File: config.mk
export PLATFORM = sky130hd
export DESIGN_NAME = odeme_hakem
export DESIGN_NICKNAME = d
export VERILOG_FILES = /design/src/rtl/odeme_pkg.sv /design/src/rtl/rr_hakem.sv /design/src/rtl/odeme_hakem.sv
export SDC_FILE = /design/constraint.sdc
export NUM_CORES = 1
export LEC_CHECK = 0
export CORE_MARGIN = 5
export CORE_UTILIZATION = 35
export DETAILED_ROUTE_END_ITERATION = 8
export PLACE_DENSITY = 0.76
export SKIP_CTS_REPAIR_TIMING = 1
export SLEW_MARGIN = 0
export SYNTH_ARGS = -nofsm -noshare
export SYNTH_HDL_FRONTEND = slang
export SYNTH_SLANG_ARGS = --single-unit
File: constraint.sdc
create_clock -name saat -period 4.65 [get_ports saat]
set_clock_uncertainty 0.2 [all_clocks]
set_input_delay 0.93 -clock saat [delete_from_list [all_inputs] [get_ports saat]]
set_output_delay 0.93 -clock saat [all_outputs]
set_load 0.005 [all_outputs]
File: src/rtl/odeme_pkg.sv
// Shared definitions for the payment arbiter (odeme_hakem) and the
// payment unit it drives.
//   UCRET_W  : fare width carried to/from the payment unit.
//   BAKIYE_W : card balance width carried to/from the payment unit.
//   durum_e  : arbiter control states.
//     Bosta : idle, waiting for a request.
//     Islem : start pulse to the unit.
//     Bekle : waiting for done or timeout.
package odeme_pkg;

  localparam int unsigned UCRET_W  = 8;
  localparam int unsigned BAKIYE_W = 9;

  typedef enum logic [1:0] {
    Bosta = 2'd0,
    Islem = 2'd1,
    Bekle = 2'd2
  } durum_e;

endpackage

File: src/rtl/rr_hakem.sv
// Combinational round-robin picker.
// The search starts at the requester selected by ptr_i and moves upward,
// wrapping past N-1. The first requester found with its bit set wins.
//   istek_i : per-requester request levels.
//   ptr_i   : requester that has highest priority this round.
//   grant_o : one-hot grant (all zero when nobody requests).
//   idx_o   : binary index of the granted requester.
//   any_o   : at least one request present.
module rr_hakem #(
  parameter int unsigned N    = 4,
  parameter int unsigned IdxW = (N > 1) ? $clog2(N) : 1
) (
  input  logic [N-1:0]    istek_i,
  input  logic [IdxW-1:0] ptr_i,
  output logic [N-1:0]    grant_o,
  output logic [IdxW-1:0] idx_o,
  output logic            any_o
);

  always_comb begin
    int unsigned aday;
    grant_o = '0;
    idx_o   = '0;
    any_o   = 1'b0;
    aday    = 0;
    for (int unsigned k = 0; k < N; k++) begin
      // ptr_i < N and k < N, so one subtraction is enough to wrap.
      aday = 32'(ptr_i) + k;
      if (aday >= N) begin
        aday = aday - N;
      end
      if (!any_o && istek_i[aday]) begin
        any_o         = 1'b1;
        idx_o         = IdxW'(aday);
        grant_o[aday] = 1'b1;
      end
    end
  end

endmodule

File: src/rtl/odeme_hakem.sv
// Round-robin controller that shares one payment unit among N requesters.
// A requester is granted in Bosta, and its fare and balance are latched.
// The block then pulses o_basla and waits for o_bitti. The unit's verdict
// goes back to the granted requester as a one-cycle cevap_gecerli strobe.
// If the unit does not answer within ZAMAN_ASIMI cycles, the requester gets
// an error response that returns its original balance.
//   saat, reset           : clock (rising edge), async active-low reset.
//   istek                 : per-requester request levels.
//   ucret_in, bakiye_in   : packed per-requester fare / balance.
//   o_basla, o_ucret,
//   o_bakiye              : start pulse and operands to the payment unit.
//   o_onay, o_k_bakiye,
//   o_bitti               : verdict, remaining balance and done pulse from
//                           the unit.
//   cevap_gecerli         : one-hot response strobe.
//   cevap_onay/hata/bakiye: response data, held until the next response.
//   mesgul                : transaction in flight.
//   onay_sayac            : saturating count of approved payments.
module odeme_hakem
  import odeme_pkg::*;
#(
  parameter int unsigned N           = 4,
  parameter int unsigned ZAMAN_ASIMI = 8,
  parameter int unsigned SAYAC_W     = 16
) (
  input  logic                  saat,
  input  logic                  reset,
  input  logic [N-1:0]          istek,
  input  logic [UCRET_W*N-1:0]  ucret_in,
  input  logic [BAKIYE_W*N-1:0] bakiye_in,
  output logic                  o_basla,
  output logic [UCRET_W-1:0]    o_ucret,
  output logic [BAKIYE_W-1:0]   o_bakiye,
  input  logic                  o_onay,
  input  logic [BAKIYE_W-1:0]   o_k_bakiye,
  input  logic                  o_bitti,
  output logic [N-1:0]          cevap_gecerli,
  output logic                  cevap_onay,
  output logic                  cevap_hata,
  output logic [BAKIYE_W-1:0]   cevap_bakiye,
  output logic                  mesgul,
  output logic [SAYAC_W-1:0]    onay_sayac
);

  localparam int unsigned IdxW = (N > 1) ? $clog2(N) : 1;
  localparam int unsigned ZamW = $clog2(ZAMAN_ASIMI + 1);

  durum_e                durum_q, durum_d;
  logic [IdxW-1:0]       ptr_q, ptr_d;
  logic [IdxW-1:0]       idx_q, idx_d;
  logic [N-1:0]          grant_q, grant_d;
  logic [UCRET_W-1:0]    ucret_q, ucret_d;
  logic [BAKIYE_W-1:0]   bakiye_q, bakiye_d;
  logic [ZamW-1:0]       zaman_q, zaman_d;
  logic [N-1:0]          cevap_gecerli_q, cevap_gecerli_d;
  logic                  cevap_onay_q, cevap_onay_d;
  logic                  cevap_hata_q, cevap_hata_d;
  logic [BAKIYE_W-1:0]   cevap_bakiye_q, cevap_bakiye_d;
  logic [SAYAC_W-1:0]    onay_sayac_q, onay_sayac_d;
  logic                  bitir;

  logic [N-1:0]          rr_grant;
  logic [IdxW-1:0]       rr_idx;
  logic                  rr_any;

  rr_hakem #(
    .N    (N),
    .IdxW (IdxW)
  ) u_rr_hakem (
    .istek_i (istek),
    .ptr_i   (ptr_q),
    .grant_o (rr_grant),
    .idx_o   (rr_idx),
    .any_o   (rr_any)
  );

  always_comb begin
    durum_d         = durum_q;
    ptr_d           = ptr_q;
    idx_d           = idx_q;
    grant_d         = grant_q;
    ucret_d         = ucret_q;
    bakiye_d        = bakiye_q;
    zaman_d         = zaman_q;
    cevap_gecerli_d = '0;
    cevap_onay_d    = cevap_onay_q;
    cevap_hata_d    = cevap_hata_q;
    cevap_bakiye_d  = cevap_bakiye_q;
    onay_sayac_d    = onay_sayac_q;
    bitir           = 1'b0;

    unique case (durum_q)
      Bosta: begin
        // A stray o_bitti here is deliberately ignored.
        if (rr_any) begin
          idx_d    = rr_idx;
          grant_d  = rr_grant;
          ucret_d  = ucret_in[32'(rr_idx) * UCRET_W +: UCRET_W];
          bakiye_d = bakiye_in[32'(rr_idx) * BAKIYE_W +: BAKIYE_W];
          durum_d  = Islem;
        end
      end
      Islem: begin
        zaman_d = '0;
        durum_d = Bekle;
      end
      Bekle: begin
        if (o_bitti) begin
          cevap_onay_d   = o_onay;
          cevap_bakiye_d = o_k_bakiye;
          cevap_hata_d   = 1'b0;
          bitir          = 1'b1;
        end else if (zaman_q == ZamW'(ZAMAN_ASIMI - 1)) begin
          // Unit never answered; hand the card its untouched balance back.
          cevap_onay_d   = 1'b0;
          cevap_bakiye_d = bakiye_q;
          cevap_hata_d   = 1'b1;
          bitir          = 1'b1;
        end else begin
          zaman_d = zaman_q + ZamW'(1);
        end
      end
      default: begin
        durum_d = Bosta;
      end
    endcase

    if (bitir) begin
      cevap_gecerli_d = grant_q;
      ptr_d           = (32'(idx_q) == N - 1) ? '0 : idx_q + IdxW'(1);
      zaman_d         = '0;
      durum_d         = Bosta;
      if (cevap_onay_d && (onay_sayac_q != '1)) begin
        onay_sayac_d = onay_sayac_q + SAYAC_W'(1);
      end
    end
  end

  always_ff @(posedge saat or negedge reset) begin
    if (!reset) begin
      durum_q         <= Bosta;
      ptr_q           <= '0;
      idx_q           <= '0;
      grant_q         <= '0;
      ucret_q         <= '0;
      bakiye_q        <= '0;
      zaman_q         <= '0;
      cevap_gecerli_q <= '0;
      cevap_onay_q    <= 1'b0;
      cevap_hata_q    <= 1'b0;
      cevap_bakiye_q  <= '0;
      onay_sayac_q    <= '0;
    end else begin
      durum_q         <= durum_d;
      ptr_q           <= ptr_d;
      idx_q           <= idx_d;
      grant_q         <= grant_d;
      ucret_q         <= ucret_d;
      bakiye_q        <= bakiye_d;
      zaman_q         <= zaman_d;
      cevap_gecerli_q <= cevap_gecerli_d;
      cevap_onay_q    <= cevap_onay_d;
      cevap_hata_q    <= cevap_hata_d;
      cevap_bakiye_q  <= cevap_bakiye_d;
      onay_sayac_q    <= onay_sayac_d;
    end
  end

  // Operands stay on the latched values for the whole exchange.
  assign o_basla       = (durum_q == Islem);
  assign o_ucret       = ucret_q;
  assign o_bakiye      = bakiye_q;
  assign mesgul        = (durum_q == Islem) || (durum_q == Bekle);
  assign cevap_gecerli = cevap_gecerli_q;
  assign cevap_onay    = cevap_onay_q;
  assign cevap_hata    = cevap_hata_q;
  assign cevap_bakiye  = cevap_bakiye_q;
  assign onay_sayac    = onay_sayac_q;

endmodule
==> Implementation_results.wiki <==
{| class="wikitable"
! Metric !! Value
|-
| Status || completed
|-
| Final-stage net count || just under 600
|-
| Setup TNS || 0 ns
|-
| Clock period minus final worst setup slack || 3.977 ns
|-
| Cell family with the largest share of critical-path delay || flip-flops
|-
| Most frequent cells after synthesis || sky130_fd_sc_hd__dfrtp_1 (62), sky130_fd_sc_hd__nand2_1 (48), sky130_fd_sc_hd__mux2i_1 (23)
|-
| Cell with the largest stage delay on the worst path || sky130_fd_sc_hd__dfrtp_1
|-
| Switching part of the total || 40.77%
|-
| Min Hold Slack || between 0.2 and 0.3 ns
|-
| Most numerous cell in the Yosys netlist || sky130_fd_sc_hd__dfrtp_1
|-
| Overall die area || 12510 sq um
|-
| Total count of hold-check failures in the final report || 0
|-
| Period utilisation layout || ~86%
|-
| Std-Cell Rows || 37
|-
| Maximum clock frequency || approximately 250 MHz
|-
| Worst slew margin relative to its limit || around 29%
|-
| Clock insertion delay at the later pin of the skew report || around 0.33 ns
|-
| Num Clock Sinks || 62
|-
| Number of DRC violations after detailed-routing iteration 0 || approximately 210
|-
| Internal power || roughly 0.0019 W
|-
| DR pass1 iterations || 4
|-
| Antenna violations before repair || 0
|-
| Total CTS buffers || 9
|-
| Number of different library cells in the post-synthesis netlist || 48
|-
| Buffer and inverter count on the worst path || 1
|-
| Share of synthesized registers carrying an async set or reset || 100.0%
|-
| RD Place Congestion || 0.9081
|-
| Class of the worst hold path || register to register
|-
| Antenna-violating nets left || 0
|-
| Total DRC errors in the routed layout || 0
|-
| Data required time at the worst endpoint || around 4.7 ns
|-
| Proportion of power drawn by combinational gates || 57.2%
|-
| RSZ-0062 raised after global routing || no
|-
| Half-perimeter wire length of the detailed placement result || 8197 um
|-
| Overall die width || ~110 um
|-
| Deepest clock path buffer count || 2
|-
| Number of buffer cells added on primary ports || roughly 130
|-
| Count of warnings emitted by yosys || 0
|-
| Antenna diodes || 0
|-
| CTS tree || yes
|-
| Post-synth top flop || sky130_fd_sc_hd__dfrtp_1
|-
| Clock root buffer || sky130_fd_sc_hd__clkbuf_8
|-
| H-tree level count || 3
|-
| Critical-path cell list || inv_1 > ha_1 > mux4_2 > or3b_1 > o31ai_4 > nor2_4 > mux2_4 > a221o_1
|-
| Type of origin of the critical path || register
|-
| Cell type with the highest aggregate area in the netlist || sky130_fd_sc_hd__dfrtp_1
|-
| Slew at the pin closest to its max-slew limit || around 1.0 ns
|-
| Share of power burned in the clock network || between 10% and 20%
|-
| Pleak || 2.207 nW
|-
| GRT Total Usage || 17.04%
|-
| Fraction of the yosys area taken by sequential cells || between 40 and 50%
|-
| Post-synth EDFFs || 0
|-
| GRT Residual Overflow || 0
|-
| Net count after synthesis || between 400 and 500
|-
| Starting density of the core || a little over a third
|-
| Vias in the first global route || roughly 3400
|-
| Area of the mapped netlist || ~3600 sq um
|-
| Total core area || between 10000 and 15000 sq um
|-
| Post-synthesis to final-layout area growth || 45.09%
|-
| Max FO, Critical Path || 18
|-
| Kind of capture point of the worst setup path || register
|-
| Max-cap viol count || 0
|-
| Setup violations, final || 0
|-
| Critical Path AT || between 3 and 4 ns
|-
| Top cells by area, synth || sky130_fd_sc_hd__dfrtp_1 (43%), sky130_fd_sc_hd__mux2i_1 (6.3%), sky130_fd_sc_hd__nand2_1 (5.0%)
|-
| Via count of the routed design || 3342
|-
| Vertical extent of the die || about 110 um
|-
| Number of slew-limit violations in the final report || 0
|-
| Wire length per cell || about 17 um
|-
| Flip-flop and latch count after synthesis || 62
|-
| Power density over cell area || 600.9 nW/um^2
|-
| DR vias/cell || 5.263
|-
| Part of the total power dissipated in sequential elements || approximately 28%
|-
| Wire length of the first global-routing pass || between 15000 and 20000 um
|-
| Routed Wire Length || ~11000 um
|-
| CTS clock-pin slew for the worst setup and hold paths || around 0.07 ns
|-
| Crit Path Category || register to register
|-
| Net switching power || roughly 0.0013 W
|-
| Worst path max stage delay || 0.79 ns
|-
| Pin count of the biggest net entering global routing || between 40 and 50
|-
| Average size of a mapped cell || 9.890 sq um
|-
| Area share of the largest cell type after synthesis || 42.74%
|-
| Boundary Pins || 135
|-
| Cells after synthesis || around 370
|-
| Ratio of cells with drive above 1 in the final layout || between 6 and 7%
|-
| Largest voltage drop on the vdd net || slightly below 0.4 mV
|}
==> final cells by class <==
type                       count  area (sq um)
clock buffer                  13         158.9
sequential                    62          1551
inverter                       8         30.03
fill                         930          4965
multi-input combinational    274          1939
clock inverter                 3         42.54
timing repair buffer         139          1374
tap                          136         170.2
==> cells in the final DEF (no fill, tap or decap), types with 8 or more instances in the layout <==
cell / n
sky130_fd_sc_hd__nand3_1: 9
sky130_fd_sc_hd__o2111ai_1: 11
sky130_fd_sc_hd__nand2_1: 48
sky130_fd_sc_hd__a21oi_1: 10
sky130_fd_sc_hd__ha_1: 14
sky130_fd_sc_hd__mux2i_1: 23
sky130_fd_sc_hd__clkbuf_8: 11
sky130_fd_sc_hd__o21ai_0: 22
sky130_fd_sc_hd__o211ai_1: 11
sky130_fd_sc_hd__inv_1: 8
sky130_fd_sc_hd__dfrtp_1: 62
sky130_fd_sc_hd__xnor2_1: 9
sky130_fd_sc_hd__clkdlybuf4s50_1: 133
sky130_fd_sc_hd__nor3_1: 9
sky130_fd_sc_hd__nor4_1: 8
sky130_fd_sc_hd__or3_1: 13
sky130_fd_sc_hd__nor2_1: 15
==> power groups by stage <==
stage	logic (W)	registers (W)	clock network, W
6_report	0.00181	0.000877	0.000478
5_1_grt	0.00199	0.000901	0.000522
4_1_cts	0.00182	0.000878	0.000494
3_5_place_dp	0.00181	0.000887	0
3_3_place_gp	0.00175	0.000879	0
2_1_floorplan	0.00120	0.000850	0
==> sequential cells by signal, indices dropped and copies added (netlist names) <==
name / cells
cevap_gecerli: 4
zaman_q: 4
cevap_hata: 1
idx_q: 2
o_bakiye: 9
grant_q: 4
durum_q: 2
onay_sayac: 16
o_ucret: 8
cevap_bakiye: 9
cevap_onay: 1
ptr_q: 2
==> final timing paths <==
check / from / endpoint / slack (ns) / depth (start not counted)
max: ptr_q[0] / o_bakiye[2] / 0.67 / 8
max reg2reg: ptr_q[0] / o_bakiye[2] / 0.67 / 8
max in group asynchronous: reset / idx_q[1] / 2.85 / 2
min reg2reg: grant_q[3] / cevap_gecerli[3] / 0.27 / 1
min: grant_q[3] / cevap_gecerli[3] / 0.27 / 1
min in group asynchronous: reset / onay_sayac[3] / 0.53 / 1
==> stage by stage <==
step | utilization, % | cell area, sq um | power, W | std cells | setup WS [ns]
2_1_floorplan | - | 3630 | 0.002053 | 367 | 1.350
6_report | 51.47 | 5266 | 0.003165 | 635 | 0.6728
4_1_cts | 51.47 | 5266 | 0.003188 | 635 | 0.7003
3_3_place_gp | 49.50 | 5065 | 0.002628 | 619 | 0.7270
3_5_place_dp | 49.50 | 5065 | 0.002694 | 619 | 0.6045
5_1_grt | 51.47 | 5266 | 0.003410 | 635 | 0.4886
==> per-layer routing <==
metal  GRT usage, %  share of wire (%)  vias to the layer above  routed length (um)
met5              0                  0                        -                   0
met4          7.380                2.9                        0                 308
met3          3.641                6.6                       24                 700
met2          27.58                 48                      125                5079
met1          21.98                 43                     1584                4538
li1               -                  -                     1609                   -
==> kinds of logic (layout without fill, tap and decap cells) <==
family | count (synthesis) | in the layout | synth area share [%]
and+or+nand+nor | 125 | 125 | 16.93
buffers and inverters | 31 | 163 | 3.929
muxes | 33 | 33 | 10.89
adders and majority gates | 14 | 14 | 4.826
DFF | 62 | 62 | 42.74
AOI/OAI and AO/OA | 87 | 87 | 17.06
xor gates and xnor gates | 15 | 15 | 3.620
Note: power is estimated with default switching activity, not from simulation.
